### config.mk
export PLATFORM = sky130hd
export DESIGN_NAME = io_uart_tx
export DESIGN_NICKNAME = d
export VERILOG_FILES = /design/src/rtl/io_uart_tx.sv
export SDC_FILE = /design/constraint.sdc
export NUM_CORES = 1
export LEC_CHECK = 0
export CORE_MARGIN = 2
export CORE_UTILIZATION = 46
export CTS_CLUSTER_SIZE = 8
export DETAILED_ROUTE_END_ITERATION = 8
export GPL_TIMING_DRIVEN = 0
export PLACE_DENSITY = 0.81
export SLEW_MARGIN = 20
export SYNTH_ARGS = -nofsm -noshare
export SYNTH_HDL_FRONTEND = slang
export SYNTH_SLANG_ARGS = --single-unit
### constraint.sdc
create_clock -name clk -period 3 [get_ports clk]
set_clock_uncertainty 0.05 [all_clocks]
set_input_delay 0.9 -clock clk [delete_from_list [all_inputs] [get_ports clk]]
set_output_delay 0.9 -clock clk [all_outputs]
set_load 0.1 [all_outputs]
### src/rtl/io_uart_tx.sv
// io_uart_tx: memory-mapped UART transmitter (8N1) with TXDATA/STATUS/BAUDDIV registers.
// Define IO_UART_TX_FIFO_EN for a FIFO_DEPTH-entry TX FIFO; otherwise a single holding register is used.
module io_uart_tx #(
  parameter logic [15:0] BAUD_DIV_RESET = 16'd868,
  parameter int FIFO_DEPTH = 4
) (
  input  logic        clk,
  input  logic        reset,
  input  logic [31:0] io_address,
  input  logic [31:0] io_write_value,
  input  logic        io_write_en,
  input  logic        io_read_en,
  output logic [31:0] io_read_value,
  output logic        uart_tx
);
  localparam logic [1:0] IDLE = 2'd0, START = 2'd1, DATA = 2'd2, STOP = 2'd3;
  logic [1:0] state;
  logic [15:0] baud_div, bit_cnt, div_eff;
  logic [2:0] bit_idx;
  logic [7:0] shift, head;
  logic [3:0] count4;
  logic overflow, empty, full, push, pop, accept, drop, bit_end;
  logic unused;
  assign unused = ^{io_address[31:8], io_write_value[31:16]};
  assign div_eff = (baud_div == 16'd0) ? 16'd1 : baud_div;
  assign bit_end = bit_cnt == 16'd1;
  assign push = io_write_en && io_address[7:0] == 8'h00;
  assign pop = !empty && (state == IDLE || (state == STOP && bit_end));
  // a push into a full queue survives only when the head leaves on the same edge
  assign accept = push && (!full || pop);
  assign drop = push && full && !pop;
`ifdef IO_UART_TX_FIFO_EN
  localparam int PW = $clog2(FIFO_DEPTH);
  localparam int CW = PW + 1;
  logic [7:0] mem [FIFO_DEPTH];
  logic [PW-1:0] rd_ptr, wr_ptr;
  logic [CW-1:0] count;
  assign empty = count == '0;
  assign full = count == CW'(FIFO_DEPTH);
  assign head = mem[rd_ptr];
  assign count4 = 4'(count);
  always_ff @(posedge clk)
    if (reset) begin
      rd_ptr <= '0;
      wr_ptr <= '0;
      count <= '0;
    end else begin
      if (accept) begin
        mem[wr_ptr] <= io_write_value[7:0];
        wr_ptr <= wr_ptr + 1'b1;
      end
      if (pop) rd_ptr <= rd_ptr + 1'b1;
      count <= count + CW'(accept) - CW'(pop);
    end
`else
  logic [7:0] hold;
  logic hold_valid, unused_depth;
  assign unused_depth = FIFO_DEPTH > 0;
  assign empty = !hold_valid;
  assign full = hold_valid;
  assign head = hold;
  assign count4 = {3'd0, hold_valid};
  always_ff @(posedge clk)
    if (reset) begin
      hold <= '0;
      hold_valid <= 1'b0;
    end else if (accept) begin
      hold <= io_write_value[7:0];
      hold_valid <= 1'b1;
    end else if (pop) begin
      hold_valid <= 1'b0;
    end
`endif
  always_ff @(posedge clk)
    if (reset) begin
      overflow <= 1'b0;
      baud_div <= BAUD_DIV_RESET;
    end else begin
      if (drop) overflow <= 1'b1;
      else if (io_write_en && io_address[7:0] == 8'h04 && io_write_value[3]) overflow <= 1'b0;
      if (io_write_en && io_address[7:0] == 8'h08) baud_div <= io_write_value[15:0];
    end
  always_ff @(posedge clk)
    if (reset) begin
      state <= IDLE;
      uart_tx <= 1'b1;
      shift <= '0;
      bit_cnt <= '0;
      bit_idx <= '0;
    end else begin
      bit_cnt <= (state == IDLE || bit_end) ? div_eff : bit_cnt - 16'd1;
      case (state)
        IDLE: if (pop) begin
          state <= START;
          uart_tx <= 1'b0;
          shift <= head;
        end
        START: if (bit_end) begin
          state <= DATA;
          uart_tx <= shift[0];
          shift <= {1'b0, shift[7:1]};
          bit_idx <= '0;
        end
        DATA: if (bit_end) begin
          if (bit_idx == 3'd7) begin
            state <= STOP;
            uart_tx <= 1'b1;
          end else begin
            uart_tx <= shift[0];
            shift <= {1'b0, shift[7:1]};
            bit_idx <= bit_idx + 3'd1;
          end
        end
        default: if (bit_end) begin
          state <= pop ? START : IDLE;
          uart_tx <= !pop;
          if (pop) shift <= head;
        end
      endcase
    end
  assign io_read_value = !io_read_en ? 32'd0 :
                         io_address[7:0] == 8'h04 ? {24'd0, count4, overflow, state != IDLE, empty, full} :
                         io_address[7:0] == 8'h08 ? {16'd0, baud_div} : 32'd0;
endmodule
==> impl_metrics.json, run 1 <==
{
  "hold_path_class": "flip-flop to flip-flop",
  "cp_top_family": "simple AND/OR/NAND/NOR gates",
  "ir_drop_uv": 375,
  "grt_usage_pct": 22.4,
  "ys.flop_type": "dfxtp_1",
  "fin_area_um2": 4010,
  "wirelength_um": 7810,
  "ys_ff_latch": 56,
  "final_common_cell": "dfxtp_1",
  "clock-sinks": 56,
  "viasPerCell": 5.45,
  "cts.htree.levels": 2,
  "root_buffer": "clkbuf_8",
  "critPathLaunchType": "primary input",
  "drtAntennaViolNets": 0,
  "insertion_delay_ps": 320,
  "die_w_um": 84.2,
  "reg2reg_depth": 7,
  "slowest_delay_ps": 330,
  "ys_warn_count": 0,
  "end_kind": "output port",
  "final_cell_mix": "56 x dfxtp_1, 45 x nand2_1, 33 x nor2_1, 23 x buf_4, 21 x nand2b_1",
  "holdBufCountCts": 0,
  "cts_buffers": 5,
  "hold_depth": 2,
  "worst_pin_slew_ps": 961,
  "slew_violations": 0,
  "clk_path_buf_depth": 2,
  "violations": "setup timing",
  "initial_core_util_pct": 47.2,
  "syn_inst": 353,
  "num_rows": 29,
  "grt_pass1_wl_um": 13000,
  "synth_top_cell_by_area": "dfxtp_1",
  "synth_area_leaders": "dfxtp_1 38%, mux2i_1 6.1%, nand2_1 5.7%",
  "fin_nets": 502,
  "fin_crit_sh_pct": 102,
  "worstPathRequired_ps": 2050,
  "worst_slack_ps": -72.9,
  "place_congestion": 0.897,
  "power_mw": 2.44,
  "ioPinCount": 101,
  "status": "finished with violations",
  "fmax_ghz": 0.325,
  "initialDrtViolationCount": 177,
  "worstPathCellList": "buf_6 -> nor4_4 -> nand3_4 -> nor2_4 -> buf_8 -> and2_4 -> buf_12",
  "path_buf_inv": 3,
  "worstPathArrival_ps": 2120,
  "area_growth_pct": 35.4,
  "routedWlPerCell_um": 15.5,
  "critical_path.slowest_cell": "nor4_4",
  "synth_edf_count": 0,
  "path_class": "primary input to output port",
  "hold_viol": 0,
  "cts_tree": "built",
  "syn_area_um2": 2960,
  "rsz0062_at_grt": "yes",
  "yosysSeqAreaShare_pct": 37.9,
  "hpwl_um": 5550,
  "grt_max_degree": 17,
  "drive_gt1_share_pct": 19.9,
  "path_depth": 7,
  "maxSlewHeadroom_pct": 35.7,
  "clk_pin_slew_worst_paths_ps": 110,
  "dieArea_um2": 7100,
  "cap_violations": 0,
  "core-area_um2": 6280,
  "power_density_nw_per_um2": 609,
  "antenna_found_initial": 0,
  "fin_crit_ps": 3070,
  "numPortBuffers": 44,
  "die_y_um": 84.2,
  "p_leak_nw": 1.47,
  "placed_cell_area_um2": 3670,
  "setup_viol": 14,
  "grt_pass1_vias": 2755,
  "crit_fanout": 5,
  "drc": 0,
  "yosysTopAreaCellShare_pct": 37.9,
  "netlist-cell-type-count": 45,
  "antennaDiodeCount": 0,
  "synthArstFlopShare_pct": 0,
  "vias": 2747,
  "avgSynthCellArea_um2": 8.39,
  "grt_overflow_total": 0,
  "dr.pass1.iters": 4
}
synth_stat cells, types with 3 or more instances:
master     n
dfxtp_1   56
nand2_1   45
nor2_1    38
nand2b_1  22
a21oi_1   20
a211oi_1  19
mux2i_1   18
buf_4     17
clkbuf_1  14
and2_1    11
ha_1       8
nor4_1     8
inv_1      7
nand3b_1   6
xnor2_1    6
xor2_1     6
nand3_1    4
nor3_1     4
o21ai_0    4
a22oi_1    3
a311oi_1   3
nor2b_1    3
or4_1      3
final cells by class:
| type | count | area [um^2] |
|---|---|---|
| inverters | 7 | 26.3 |
| plain buffers | 34 | 211 |
| flip-flops and latches | 56 | 1120 |
| clock buffers | 6 | 72.6 |
| well taps | 77 | 96.3 |
| multi-input cells | 271 | 1800 |
| clock inverters | 2 | 35.0 |
| repair buffers | 51 | 644 |
| fillers | 515 | 2270 |
layer usage:
layer	track usage [%]	up-vias	wire, um
met5	0	-	0
met4	8.80	0	193
met3	3.54	20	434
met2	40.7	116	3990
met1	26.2	1280	3190
li1	-	1331	-
power breakdown:
part	switching (mW)	total, mW	internal (mW)
clock	0.253	0.502	0.248
sequential	0.0946	0.955	0.861
combinational	0.628	0.983	0.355
flip-flops by register name, summed over array words and instances (netlist names):
name	count
baud_div	16
bit_cnt	16
bit_idx	3
full	1
head	8
overflow	1
shift	8
state	2
uart_tx	1
through the flow:
step / setup slack, ps / utilization (%) / instances / TNS (ps) / hold WS [ps]
6_report: -72.9 / 63.9 / 504 / -765 / 420
5_1_grt: -106 / 63.9 / 504 / -1280 / 439
2_1_floorplan: -41.1 / - / 368 / -463 / 386
4_1_cts: -88.8 / 63.2 / 502 / -817 / 419
3_3_place_gp: -1500 / 58.5 / 489 / -22420 / 395
3_5_place_dp: -1510 / 58.5 / 489 / -22560 / 405
tightest hold or removal path, delay by kind of cell, from the launching register on:
kind,cells,cell delay [ps]
and+or+nand+nor,1,50
DFF,1,330
AOI/OAI and AO/OA,1,50
path summary, 6_finish.rpt:
kind / start / to / slack (ps)
setup / recovery: io_address[0] / io_read_value[6] / -70
hold / removal: bit_idx[1] / bit_idx[1] / 420
setup reg to reg: bit_cnt[0] / bit_cnt[12] / 380
hold reg to reg: bit_idx[1] / bit_idx[1] / 420
cells by family (layout without fill, tap and decap cells):
kind of cell | count (synthesis) | count (layout) | share of synthesized area [%]
multiplexers | 18 | 18 | 6.08
other | 1 | 16 | 0.127
flip-flops | 56 | 56 | 37.9
XOR/XNOR | 12 | 12 | 3.55
buffers and inverters | 41 | 100 | 7.65
adder cells (fa/ha/maj) | 8 | 8 | 3.38
AND/OR/NAND/NOR | 157 | 157 | 27.1
AO/OA/AOI/OAI | 60 | 60 | 14.3
timing repair:
action	in CTS	in global routing
cloned	1	0
setup endpoints to repair	16	16
buffers inserted	4	2
resized for setup	165	8
pin swaps	4	3
Power figures use the tool's default switching activity.
==> inputs of run 2 (changes only) <==
ABC_AREA = 1   (was not set)
==> impl_metrics.json, run 2 <==
{
  "cts_buffers": 5,
  "slowest_delay_ps": 260,
  "cts.htree.levels": 2,
  "cts_tree": "built",
  "worst_slack_ps": -231,
  "ys_warn_count": 0,
  "insertion_delay_ps": 330,
  "fmax_ghz": 0.309,
  "fin_crit_ps": 3230,
  "vias": 3373,
  "power_density_nw_per_um2": 516,
  "antennaDiodeCount": 0,
  "hold_path_class": "flip-flop to flip-flop",
  "worstPathRequired_ps": 2050,
  "initial_core_util_pct": 47.0,
  "num_rows": 29,
  "clk_path_buf_depth": 2,
  "placed_cell_area_um2": 3760,
  "hpwl_um": 5690,
  "fin_nets": 602,
  "slew_violations": 0,
  "fin_area_um2": 4450,
  "drtAntennaViolNets": 0,
  "rsz0062_at_grt": "yes",
  "path_buf_inv": 3,
  "clk_pin_slew_worst_paths_ps": 90,
  "multiInputGateArea_um2": 1890,
  "ioPinCount": 101,
  "p_switching_mw": 0.961,
  "critical_path.slowest_cell": "nor3_4",
  "cp_top_family": "simple AND/OR/NAND/NOR gates",
  "synthArstFlopShare_pct": 0,
  "root_buffer": "clkbuf_8",
  "dieArea_um2": 7110,
  "synth_top_cell_by_area": "dfxtp_1",
  "synth_commonest_cells": "83 x nand2_1, 56 x dfxtp_1, 52 x nor2_1",
  "grt_pass1_wl_um": 14700,
  "p_leak_nw": 1.87,
  "grt_max_degree": 18,
  "path_class": "primary input to output port",
  "violations": "setup timing",
  "synth_area_leaders": "dfxtp_1 38%, nand2_1 10%, a21oi_1 7.6%",
  "maxSlewHeadroom_pct": 35.9,
  "cap_violations": 0,
  "setup_viol": 25,
  "synth_edf_count": 0,
  "ir_drop_uv": 396,
  "drc": 0,
  "viasPerCell": 5.58,
  "area_growth_pct": 49.9,
  "regArea_um2": 1120,
  "setup-tns-final_ps": -3080,
  "syn_area_um2": 2970,
  "initialDrtViolationCount": 403,
  "ys.flop_type": "dfxtp_1",
  "place_congestion": 0.894,
  "grt_pass1_vias": 3141,
  "final_cell_mix": "79 x nand2_1, 56 x dfxtp_1, 45 x nor2_1, 44 x buf_4",
  "end_kind": "output port",
  "core-area_um2": 6310,
  "critPathLaunchType": "primary input",
  "pre_cts_ws_ps": -1770,
  "fin_crit_sh_pct": 108,
  "syn_inst": 425,
  "yosysTopAreaCellShare_pct": 37.8,
  "hold_viol": 0,
  "numPortBuffers": 43,
  "routedWlPerCell_um": 17.2,
  "yosysMostFrequentCell": "nand2_1",
  "antenna_found_initial": 0,
  "intPower_mw": 1.34,
  "p_sw_share_pct": 41.9,
  "drive_gt1_share_pct": 26.4,
  "netlist-cell-type-count": 32,
  "final_common_cell": "nand2_1",
  "grt_overflow_total": 0,
  "clock-sinks": 56,
  "seq_power_share_pct": 39.5,
  "power_frac_comb_pct": 41.8,
  "fillers": 447,
  "crit_top_cell": "nor3_4",
  "worstPathArrival_ps": 2280,
  "top_regs": "baud_div x16, bit_cnt x16",
  "worstPathCellList": "buf_6 -> nor2_4 -> nand2_2 -> nor3_4 -> nand2_4 -> clkbuf_16 -> nor3_4 -> buf_12",
  "die_y_um": 84.3,
  "dr.pass1.iters": 5,
  "clockPowerShare_pct": 18.7,
  "wirelength_um": 10400,
  "crit_fanout": 5,
  "worst_pin_slew_ps": 959,
  "status": "finished with violations",
  "yosysSeqAreaShare_pct": 37.8,
  "avgSynthCellArea_um2": 6.99,
  "die_w_um": 84.3,
  "grt_usage_pct": 26.0,
  "ys_ff_latch": 56
}
[run 2: cell count changes after synthesis, sizes merged, moves of 7 or more]
cell    change
nor4        -7
nor2       +17
nor3        +9
mux2i      -18
nand2b     -22
a211oi     -20
nand2      +44
nand3      +21
o21ai      +30
a21oi      +24
and2       -11
inv        +32
[run 2: cell families after synthesis]
family | count (synthesis) | synth area share [%]
simple gates | 193 | 29.1
buf+inv | 71 | 11.6
flops | 56 | 37.8
xor+xnor | 11 | 3.24
other cells | 1 | 0.126
compound gates | 85 | 14.8
fa+ha+maj | 8 | 3.37
[run 2: metrics by stage]
step | cells | utilization [%] | total power [mW] | hold WS, ps
2_1_floorplan | 440 | - | 1.63 | 391
3_3_place_gp | 560 | 59.5 | 1.79 | 405
3_5_place_dp | 560 | 59.5 | 1.82 | 410
4_1_cts | 602 | 67.2 | 2.26 | 424
5_1_grt | 604 | 70.5 | 2.43 | 454
6_report | 604 | 70.5 | 2.30 | 429
[run 2: final timing paths]
path                       from           endpoint  slack (ps)  depth (start not counted)
setup / recovery  io_address[1]  io_read_value[10]        -230                          8
hold reg to reg      bit_idx[2]         bit_idx[2]         430                          2
hold / removal       bit_idx[2]         bit_idx[2]         430                          2
setup reg to reg       state[0]            head[6]        1070                          8
[run 2: tightest hold or removal path: cells and delay by family, from the launching register on]
family	cells	cell delay, ps
compound gates	1	60
flops	1	320
simple gates	1	60
[run 2: timing repair]
item / in CTS / in global routing
buffers inserted: 32 / 2
hold buffers: 0 / 0
endpoints found under the setup margin: 16 / 26
cloned: 2 / 0
pin swaps: 9 / 8
resized for setup: 175 / 39
[run 2: cell type report]
class | count | area share, %
Tap cell | 77 | 2.16
Clock inverter | 2 | 0.365
Inverter | 40 | 3.37
Multi-Input combinational cell | 314 | 42.5
Buffer | 31 | 5.31
Clock buffer | 6 | 1.63
Sequential cell | 56 | 25.2
Timing Repair Buffer | 78 | 19.5
[run 2: power by group through the flow]
| stage | logic [mW] | registers, mW | clock network, mW |
|---|---|---|---|
| 2_1_floorplan | 0.681 | 0.947 | 0 |
| 3_5_place_dp | 0.894 | 0.924 | 0 |
| 4_1_cts | 0.931 | 0.906 | 0.426 |
| 6_report | 0.960 | 0.906 | 0.430 |
| 3_3_place_gp | 0.872 | 0.917 | 0 |
| 5_1_grt | 1.05 | 0.917 | 0.459 |
[run 2: per-layer routing]
| metal | track usage, % | wire length, um | part of all wire, % |
|---|---|---|---|
| met4 | 13.0 | 474 | 4.6 |
| met5 | 0 | 0 | 0 |
| met2 | 45.6 | 5290 | 51 |
| met1 | 31.5 | 3820 | 37 |
| met3 | 2.95 | 812 | 7.8 |
==> inputs of run 3 (changes only) <==
SKIP_LAST_GASP = 1   (was not set)
==> impl_metrics.json, run 3 (synthesis results as in run 2) <==
{
  "status": "finished with violations",
  "violations": "setup timing",
  "drive_gt1_share_pct": 25.8,
  "viasPerCell": 5.44,
  "numPortBuffers": 43,
  "root_buffer": "clkbuf_8",
  "post_layout_nonfiller_instances": 607,
  "grt_max_degree": 18,
  "path_class": "primary input to flip-flop",
  "fin_crit_sh_pct": 106,
  "hold_viol": 0,
  "regArea_um2": 1120,
  "power_density_nw_per_um2": 523,
  "clk_path_buf_depth": 2,
  "ioPinCount": 101,
  "initial_core_util_pct": 47.0,
  "holdBufCountCts": 0,
  "fillers": 465,
  "final_cell_mix": "79 x nand2_1, 56 x dfxtp_1, 52 x buf_4, 45 x nor2_1, 42 x a21oi_1",
  "fin_nets": 605,
  "wirelength_um": 9770,
  "fin_area_um2": 4400,
  "grt_pass1_vias": 3131,
  "worstPathArrival_ps": 3360,
  "hold_path_class": "flip-flop to flip-flop",
  "setup_viol": 26,
  "fmax_ghz": 0.314,
  "drtAntennaViolNets": 0,
  "critical_path.slowest_cell": "a21oi_1",
  "die_y_um": 84.3,
  "ir_drop_uv": 382,
  "grt_usage_pct": 25.3,
  "maxSlewHeadroom_pct": 35.9,
  "num_rows": 29,
  "r2r_setup_slack_ps": 990,
  "slowest_delay_ps": 200,
  "power_mw": 2.30,
  "clock-sinks": 56,
  "cts_buffers": 5,
  "crit_fanout": 9,
  "worstHoldEndpoint": "head[0]",
  "clk_pin_slew_worst_paths_ps": 100,
  "cap_violations": 0,
  "worst_pin_slew_ps": 959,
  "drc": 0,
  "p_leak_nw": 1.87,
  "setup-tns-final_ps": -2830,
  "multiInputGateArea_um2": 1840,
  "hold_path_startpoint": "head[0]",
  "worstPathCellList": "buf_6 -> nor2_4 -> buf_4 -> buf_4 -> buf_4 -> buf_4 -> buf_4 -> buf_4 -> buf_4 -> buf_4 -> buf_4 -> buf_4 -> buf_4 -> buf_4 -> buf_4 -> nand3_1 -> nor3_4 -> buf_4 -> nand2_8 -> nand2_1 -> a21oi_1",
  "slew_violations": 0,
  "fin_crit_ps": 3180,
  "antenna_found_initial": 0,
  "worst_slack_ps": -180,
  "regToRegEndpoint": "head[4]",
  "pre_cts_ws_ps": -1770,
  "initialDrtViolationCount": 323,
  "dp.cells": 560,
  "placed_cell_area_um2": 3760,
  "end_kind": "flip-flop",
  "core-area_um2": 6310,
  "top_regs": "baud_div x16, bit_cnt x16",
  "routedWlPerCell_um": 16.1,
  "grt_overflow_total": 0,
  "cts.htree.levels": 2,
  "rr_startpoint": "state[0]",
  "rsz0062_at_grt": "yes",
  "grt_pass1_wl_um": 14400,
  "worstPathRequired_ps": 3180,
  "antennaDiodeCount": 0,
  "place_congestion": 0.894,
  "die_w_um": 84.3,
  "critPathLaunchType": "primary input",
  "hold_depth": 2,
  "dr.pass1.iters": 9,
  "hpwl_um": 5690,
  "area_growth_pct": 48.1,
  "final_common_cell": "nand2_1",
  "crit_top_cell": "buf_4",
  "critPathLaunch": "io_address[1]",
  "dieArea_um2": 7110,
  "insertion_delay_ps": 320,
  "reg2reg_depth": 8,
  "vias": 3305,
  "cts_tree": "built"
}
[run 3: changes by cell type in the layout (fill, tap and decap cells not counted)]
cell / change
nand3_1: -1
buf_4: +8
buf_12: -1
nand3_2: +3
a21oi_2: -4
buf_8: -1
a21oi_4: -2
buf_6: -4
clkbuf_8: +1
a21oi_1: +6
nand3_4: -2
[run 3: per-stage QoR]
step | utilization (%) | hold WS (ps)
3_3_place_gp | 59.5 | 405
3_5_place_dp | 59.5 | 410
4_1_cts | 67.1 | 424
2_1_floorplan | - | 391
6_report | 69.6 | 426
5_1_grt | 69.6 | 466
[run 3: worst max path at each step]
stage,to,slack [ps]
after floorplan,io_read_value[10],-410
after global placement,io_read_value[12],-1700
after detailed placement,io_read_value[6],-1770
after CTS,io_read_value[6],-100
after global routing,head[4],-230
final,head[4],-180
[run 3: layer usage]
metal / wire [um] / global-route usage [%] / up-vias
met5: 0 / 0 / -
met4: 495 / 12.1 / 0
met3: 638 / 3.24 / 49
met2: 4830 / 44.2 / 167
met1: 3800 / 30.7 / 1529
li1: - / - / 1560
[run 3: cell type report]
class | count | area share, %
Multi-Input combinational cell | 314 | 41.9
Sequential cell | 56 | 25.5
Timing Repair Buffer | 81 | 19.6
Buffer | 31 | 5.38
Inverter | 40 | 3.41
Tap cell | 77 | 2.19
Clock buffer | 6 | 1.65
Clock inverter | 2 | 0.370
[run 3: timing repair]
| action | CTS | global route |
|---|---|---|
| pin swaps | 9 | 8 |
| endpoints found under the setup margin | 16 | 26 |
| setup buffers | 32 | 5 |
| resized for setup | 174 | 26 |
| endpoints found under the hold margin | 0 | 0 |
| gates cloned | 2 | 0 |
[run 3: worst max-delay path, delay by kind of cell]
family                 cells  cell delay (ps)
AO/OA/AOI/OAI              1              200
buffers and inverters     15             1860
AND/OR/NAND/NOR            5              380
[run 3: where the power goes]
group          internal [mW]  switching (mW)
clock network          0.167           0.270
logic                  0.323           0.632
registers              0.845          0.0617
total                   1.33           0.963
